[config.mk]
export PLATFORM = sky130hd
export DESIGN_NAME = sram64x20_arbiter
export DESIGN_NICKNAME = d
export VERILOG_FILES = /design/src/rtl/sram64x20_arb_pkg.sv /design/src/rtl/sram64x20_arbiter_rr_arb2.sv /design/src/rtl/sram64x20_arbiter.sv
export SDC_FILE = /design/constraint.sdc
export NUM_CORES = 1
export LEC_CHECK = 0
export CAP_MARGIN = 30
export CELL_PAD_IN_SITES_DETAIL_PLACEMENT = 1
export CELL_PAD_IN_SITES_GLOBAL_PLACEMENT = 2
export CORE_MARGIN = 8
export CORE_UTILIZATION = 15
export CTS_CLUSTER_DIAMETER = 30
export DETAILED_ROUTE_END_ITERATION = 8
export GPL_ROUTABILITY_DRIVEN = 0
export PLACE_DENSITY = 0.81
export SLEW_MARGIN = 20
export SYNTH_ARGS = -nofsm -noshare
export SYNTH_HDL_FRONTEND = slang
export SYNTH_SLANG_ARGS = --single-unit
export TNS_END_PERCENT = 100
[constraint.sdc]
create_clock -name clock -period 1.5 [get_ports clock]
set_clock_uncertainty 0.2 [all_clocks]
set_input_delay 0.45 -clock clock [delete_from_list [all_inputs] [get_ports clock]]
set_output_delay 0.45 -clock clock [all_outputs]
set_load 0.02 [all_outputs]
[src/rtl/sram64x20_arb_pkg.sv]
// Shared defaults and types for the two-port arbiter in front of the 64x20 SRAM macro.
package sram64x20_arb_pkg;
   localparam int ADDR_W_DEF = 6;
   localparam int DATA_W_DEF = 20;

   typedef enum logic {INIT = 1'b0, RUN = 1'b1} state_t;
   typedef enum logic {PORT0 = 1'b0, PORT1 = 1'b1} port_id_t;
endpackage

[src/rtl/sram64x20_arbiter_rr_arb2.sv]
// Two-way round-robin grant: a lone requester always wins, ties go to the pointer,
// and the pointer then moves to the port that lost.
module rr_arb2
   import sram64x20_arb_pkg::*;
(
   input  logic       clock,
   input  logic       reset_n,
   input  logic       en,
   input  logic [1:0] valid,
   output logic [1:0] grant
);
   port_id_t ptr;

   always_comb begin
      grant = 2'b00;
      if (en) begin
         if (valid == 2'b11) grant = (ptr == PORT0) ? 2'b01 : 2'b10;
         else                grant = valid;
      end
   end

   always_ff @(posedge clock) begin
      if (!reset_n)      ptr <= PORT0;
      else if (grant[0]) ptr <= PORT1;
      else if (grant[1]) ptr <= PORT0;
   end
endmodule

[src/rtl/sram64x20_arbiter.sv]
// Two-port arbiter for a 64x20 single-port SRAM macro; one access per cycle, reads return 2 edges later.
// Define SRAM64X20_ARB_INIT_CLEAR_EN to zero the whole array before accepting requests.
module sram64x20_arbiter
   import sram64x20_arb_pkg::*;
#(
   parameter int ADDR_W = ADDR_W_DEF,
   parameter int DATA_W = DATA_W_DEF
)(
   input  logic              clock,
   input  logic              reset_n,
   input  logic              p0_req_valid,
   output logic              p0_req_ready,
   input  logic              p0_req_we,
   input  logic [ADDR_W-1:0] p0_req_addr,
   input  logic [DATA_W-1:0] p0_req_wdata,
   output logic              p0_rsp_valid,
   output logic [DATA_W-1:0] p0_rsp_rdata,
   input  logic              p1_req_valid,
   output logic              p1_req_ready,
   input  logic              p1_req_we,
   input  logic [ADDR_W-1:0] p1_req_addr,
   input  logic [DATA_W-1:0] p1_req_wdata,
   output logic              p1_rsp_valid,
   output logic [DATA_W-1:0] p1_rsp_rdata,
   output logic              sram_csb,
   output logic              sram_web,
   output logic              sram_oeb,
   output logic [ADDR_W-1:0] sram_a,
   output logic [DATA_W-1:0] sram_i,
   input  logic [DATA_W-1:0] sram_o,
   output logic              init_done
);
   state_t              state;
   logic [1:0]          grant;
   logic                arb_en;
   port_id_t            gnt_port;
   logic                gnt_we;
   logic [ADDR_W-1:0]   gnt_addr;
   logic [DATA_W-1:0]   gnt_wdata;
   logic                vld_p0;
   port_id_t            port_p0;
`ifdef SRAM64X20_ARB_INIT_CLEAR_EN
   logic [5:0]          init_cnt;
   logic                init_last;
`endif

   assign arb_en = (state == RUN);

   rr_arb2 u_arb (
      .clock   (clock),
      .reset_n (reset_n),
      .en      (arb_en),
      .valid   ({p1_req_valid, p0_req_valid}),
      .grant   (grant)
   );

   assign p0_req_ready = grant[0];
   assign p1_req_ready = grant[1];
   assign gnt_port     = grant[1] ? PORT1 : PORT0;
   assign gnt_we       = grant[1] ? p1_req_we    : p0_req_we;
   assign gnt_addr     = grant[1] ? p1_req_addr  : p0_req_addr;
   assign gnt_wdata    = grant[1] ? p1_req_wdata : p0_req_wdata;

   // Stage p0: macro pins and read tag registered at the handshake edge
   always_ff @(posedge clock) begin
      if (!reset_n) begin
         state     <= INIT;
         init_done <= 1'b0;
         sram_csb  <= 1'b1;
         sram_web  <= 1'b1;
         sram_oeb  <= 1'b1;
         sram_a    <= '0;
         sram_i    <= '0;
         vld_p0    <= 1'b0;
         p0_rsp_valid <= 1'b0;
         p1_rsp_valid <= 1'b0;
`ifdef SRAM64X20_ARB_INIT_CLEAR_EN
         init_cnt  <= '0;
         init_last <= 1'b0;
`endif
      end else begin
         sram_csb <= 1'b1;
         sram_web <= 1'b1;
         sram_oeb <= 1'b1;
         vld_p0   <= 1'b0;
         // Stage p1: macro output is valid in the cycle after it samples the read
         p0_rsp_valid <= vld_p0 && (port_p0 == PORT0);
         p1_rsp_valid <= vld_p0 && (port_p0 == PORT1);
         case (state)
            INIT: begin
`ifdef SRAM64X20_ARB_INIT_CLEAR_EN
               if (init_last) begin
                  state     <= RUN;
                  init_done <= 1'b1;
               end else begin
                  sram_csb  <= 1'b0;
                  sram_web  <= 1'b0;
                  sram_a    <= ADDR_W'(init_cnt);
                  sram_i    <= '0;
                  init_cnt  <= init_cnt + 6'd1;
                  init_last <= (init_cnt == 6'd63);
               end
`else
               state     <= RUN;
               init_done <= 1'b1;
`endif
            end
            RUN: begin
               if (|grant) begin
                  sram_csb <= 1'b0;
                  sram_a   <= gnt_addr;
                  if (gnt_we) begin
                     sram_web <= 1'b0;
                     sram_i   <= gnt_wdata;
                  end else begin
                     sram_oeb <= 1'b0;
                     vld_p0   <= 1'b1;
                  end
               end
            end
         endcase
      end
   end

   always_ff @(posedge clock) begin
      if (|grant) port_p0 <= gnt_port;
   end

   assign p0_rsp_rdata = p0_rsp_valid ? sram_o : '0;
   assign p1_rsp_rdata = p1_rsp_valid ? sram_o : '0;
endmodule

**Word level (Yosys, flattened, before mapping)**

Cells that the tools add are included.

- Bitwise logic cells: 1
- Multiplexer cells: 15
- Equal/unequal tests: 1
- Reductions and logical operators: 8

Operators by type and width:

| kind | number |
|---|---|
| $mux W20 | 3 |
| $mux W1 | 8 |
| $mux W2 | 3 |
| $mux W6 | 1 |
| $reduce_and A3 Y1 | 2 |
| $reduce_and A2 Y1 | 2 |
| $eq A2 B2 Y1 const B | 1 |
| $logic_and A1 B1 Y1 | 2 |
| $reduce_bool A2 Y1 | 1 |
| $reduce_or A2 Y1 | 1 |
| $not A1 Y1 | 1 |

- Bits of input ports: 78
- Register bits: 36
- Output and inout bits: 74
- Word-level logic and storage cells: 37

**Depth between registers and ports, before layout**

- Depth after elaboration: 5
- Gate-level depth with buffers: 6
- Mapped depth without buffers: 4

**Cells and area by module**

A second synthesis with hierarchy kept.

- Cells, all modules: 195
- Area, all modules: 1,889.3 um^2

By module, submodules not included:

| module | instances | sequential area each (um^2) | cells each | area each (um^2) |
|---|---|---|---|---|
| sram64x20_arbiter | 1 | 710.7 | 186 | 1,830.5 |
| rr_arb2 | 1 | 20.0 | 9 | 58.8 |

**Worst setup path before layout**

No wires, ideal clock.

- Path kind: input to output
- Start point: input port p0_req_valid
- End point: output port p1_req_ready
- Arrival time: 987 ps
- Cell stages on the path: 4
- Setup slack: -137 ps
- Required time: 850 ps
- Buffers on the path: 2
- Cells stage by stage: nand2b_1 > and3_4 > buf_12 > buf_12

- Longest elaborated chain between the ends: 3

Ends and longest elaborated chain:

| what | RTL line | source |
|---|---|---|
| start, declared | sram64x20_arbiter.sv:11 | `input logic p0_req_valid,` |
| $eq A2 B2 Y1 | sram64x20_arbiter_rr_arb2.sv:17 | `if (valid == 2'b11) grant = (ptr == PORT0) ? 2'b01 : 2'b10;` |
| $mux W2 | sram64x20_arbiter_rr_arb2.sv:17 |  |
| $mux W2 | sram64x20_arbiter_rr_arb2.sv:16 | `if (en) begin` |
| end, declared | sram64x20_arbiter.sv:19 | `output logic p1_req_ready,` |

No other way between the ends.

**Worst setup path in the final report**

- Start point: register u_arb.ptr
- End point: output port p0_req_ready

- Longest elaborated chain between the ends: 3

Ends and longest elaborated chain:

| what | RTL line | source |
|---|---|---|
| start, declared | sram64x20_arbiter_rr_arb2.sv:12 | `port_id_t ptr;` |
| start signal, assigned | sram64x20_arbiter_rr_arb2.sv:23 | `if (!reset_n) ptr <= PORT0;` |
| start signal, assigned | sram64x20_arbiter_rr_arb2.sv:24 | `else if (grant[0]) ptr <= PORT1;` |
| start signal, assigned | sram64x20_arbiter_rr_arb2.sv:25 | `else if (grant[1]) ptr <= PORT0;` |
| $mux W2 (2 in series) | sram64x20_arbiter_rr_arb2.sv:17 |  |
| $mux W2 | sram64x20_arbiter_rr_arb2.sv:16 |  |
| end, declared | sram64x20_arbiter.sv:12 | `output logic p0_req_ready,` |

No other way between the ends.

==> flow_metrics.tcl <==
set metrics [dict create \
    outcome "finished with violations" \
    violations "setup timing" \
    core_area_sq_um 12000 \
    finalCriticalPeriod_ps 1730 \
    setup_tns_ps -11550 \
    dr.pass1.iters 4 \
    maxCapViolations 0 \
    grt_antenna_before_repair 0 \
    cts_buffers 5 \
    dr_total_vias 2129 \
    synth_fp_nets 270 \
    power_density_nw_per_um2 704 \
    startpoint_type "register" \
    multiInputGateArea_sq_um 1180 \
    cts_sinks 36 \
    path_clk_slew_ps 60 \
    finalCritPeriodShare 1.15 \
    wl_microns 9060 \
    ios 152 \
    grt_max_degree 22 \
    grt_pass1_wl_microns 13400 \
    crit_buf_inv 2 \
    synth_warnings 0 \
    yosysSeqAreaShare 0.400 \
    yosys-top-cells-area "dfxtp_1 38%, mux2i_1 15%, and2_1 14%" \
    areaGrowthSynthToFinish_pct 130 \
    wl_per_cell_microns 17.5 \
    hold_slack_ps 213 \
    netlist_instances 192 \
    hold_viol 0 \
    setup_viol 71 \
    grt-ovfl-total 0 \
    path_max_fanout 2 \
    yosys-top-cells-count "42 x and2_1, 35 x dfxtp_1, 27 x a21oi_1, 27 x mux2i_1, 14 x a211oi_1" \
    dieArea_sq_um 16000 \
    clock_path_buffers 2 \
    synth.top_cell.area_share 0.383 \
    ir_worst_vdd_v 0.000357 \
    crit_top_cell "buf_6" \
    via_per_inst 4.11 \
    ys_types 22 \
    synth.avg_cell_area_sq_um 9.52 \
    leakagePower_nw 1.80 \
    cts_root_buf "clkbuf_16" \
    cts_tree "built" \
    dieHeight_microns 126 \
    die_w_microns 126 \
    cp_top_family "flip-flops" \
    relSlewSlack 0.826 \
    antenna_cells 0 \
    worstSkewPairLatency_ps 280 \
    start_util 0.153 \
    hold_class "reg -> reg" \
    tightest_slew_ps 253 \
    timing.fmax_mhz 578 \
    num-fill-cells 1329 \
    nets 448 \
    grt_pass1_vias 2453 \
    drive_gt1_frac 0.520 \
    drc 0 \
    seq_area_sq_um 741 \
    critPathMaxStageDelay_ps 320 \
    yosys.area.top_type "dfxtp_1" \
    portBuffers 151 \
    critPathCaptureType "primary output" \
    ys.flop_type "dfxtp_1" \
    critPathKind "reg -> out" \
    drt-initial-drc-count 27 \
    synth.most_common_cell "and2_1" \
    fin_ws_ps -231 \
    cp_data_required_time_ps 850 \
    grt_use_total 0.106 \
    finalMaxSlewViolations 0 \
    crit_chain "buf_6 > nand2_4 > and3_4 > buf_6" \
    synth_enable_flop_cells 1 \
    rows 40 \
    power_mw 2.96 \
    rsz0062_at_grt "yes" \
    synth_area_sq_um 1830 \
    async_reset_ff_frac 0 \
    ys_ff_latch 36 \
    cpMaxStageDelayCell "dfxtp_2" \
    antenna_left 0 \
    htreeDepth 2 \
    place_hpwl_microns 6360 \
    arrival_ps 1080 \
]
[registers in the layout (all words and copies together) (netlist names)]
signal and flops:
sram_i 20, sram_a 6, arb_en 1, init_done 1
p0_rsp_valid 1, p1_rsp_valid 1, port_p0 1, sram_csb 1
sram_oeb 1, sram_web 1, u_arb.ptr 1, vld_p0 1
[where the power goes]
group / leakage [nW] / internal, mW / switching (mW)
clock: 0.0744 / 0.663 / 0.407
sequential: 0.300 / 1.02 / 0.0316
combinational: 1.43 / 0.461 / 0.375
[worst paths after layout]
| kind | from | to | slack (ps) | cells past startpoint |
|---|---|---|---|---|
| worst max-delay path | u_arb.ptr | p0_req_ready | -230 | 4 |
| worst min-delay path | port_p0 | p0_rsp_valid | 210 | 1 |
| worst max register to register | u_arb.ptr | sram_i[12] | -200 | 7 |
| worst min register to register | port_p0 | p0_rsp_valid | 210 | 1 |
[placed cells by master, fill, tap and decap left out, drive strengths merged, types with 2 or more instances in the layout]
cell type      count
buf              109
clkdlybuf4s50     53
and2              42
dfxtp             35
a21oi             27
mux2i             27
dlygate4sd2       22
a211oi            20
clkbuf            10
o21ai              6
nand2              4
and3               3
inv                3
o21a               2
nor2b              2
[area by class of cell]
cell class / count / area share
clock inverters: 1 / 0.00149
flip-flops and latches: 36 / 0.176
well taps: 147 / 0.0438
repair buffers: 188 / 0.461
inverters: 2 / 0.00179
clock buffers: 7 / 0.0339
multi-input cells: 137 / 0.281
[repair_timing]
item / 4_1_cts / 5_1_grt
setup endpoints to repair: 107 / 76
gates resized for setup: 485 / 12
hold buffers: 0 / 0
cloned: 6 / 2
pin swaps: 8 / 14
buffers inserted: 4 / 2
[stage by stage]
step                std cells  utilization  worst slack, ps  area [sq um]
floorplan                 192            -             -106          1900
global placement          496        0.309             -984          3690
detailed placement        496        0.309            -1010          3690
CTS                       514        0.344             -253          4110
global route              518        0.351             -270          4200
finish                    518        0.351             -231          4200
[metal layers]
metal  vias up  global-route usage  routed length, microns
met2        89               0.197                    4700
met5         -                   0                       0
met3         5              0.0394                     728
met1      1006               0.109                    3560
li1       1029                   -                       -
met4         0              0.0255                      74
[cells by family (layout without fill, tap and decap cells)]
group                  Yosys count  after routing  share of synthesized area
AOI/OAI and AO/OA               56             56                      0.203
muxes                           27             27                      0.148
and+or+nand+nor                 54             54                      0.180
DFF                             36             36                      0.400
buffers and inverters           19            198                     0.0691
(Power assumes the default switching activity.)
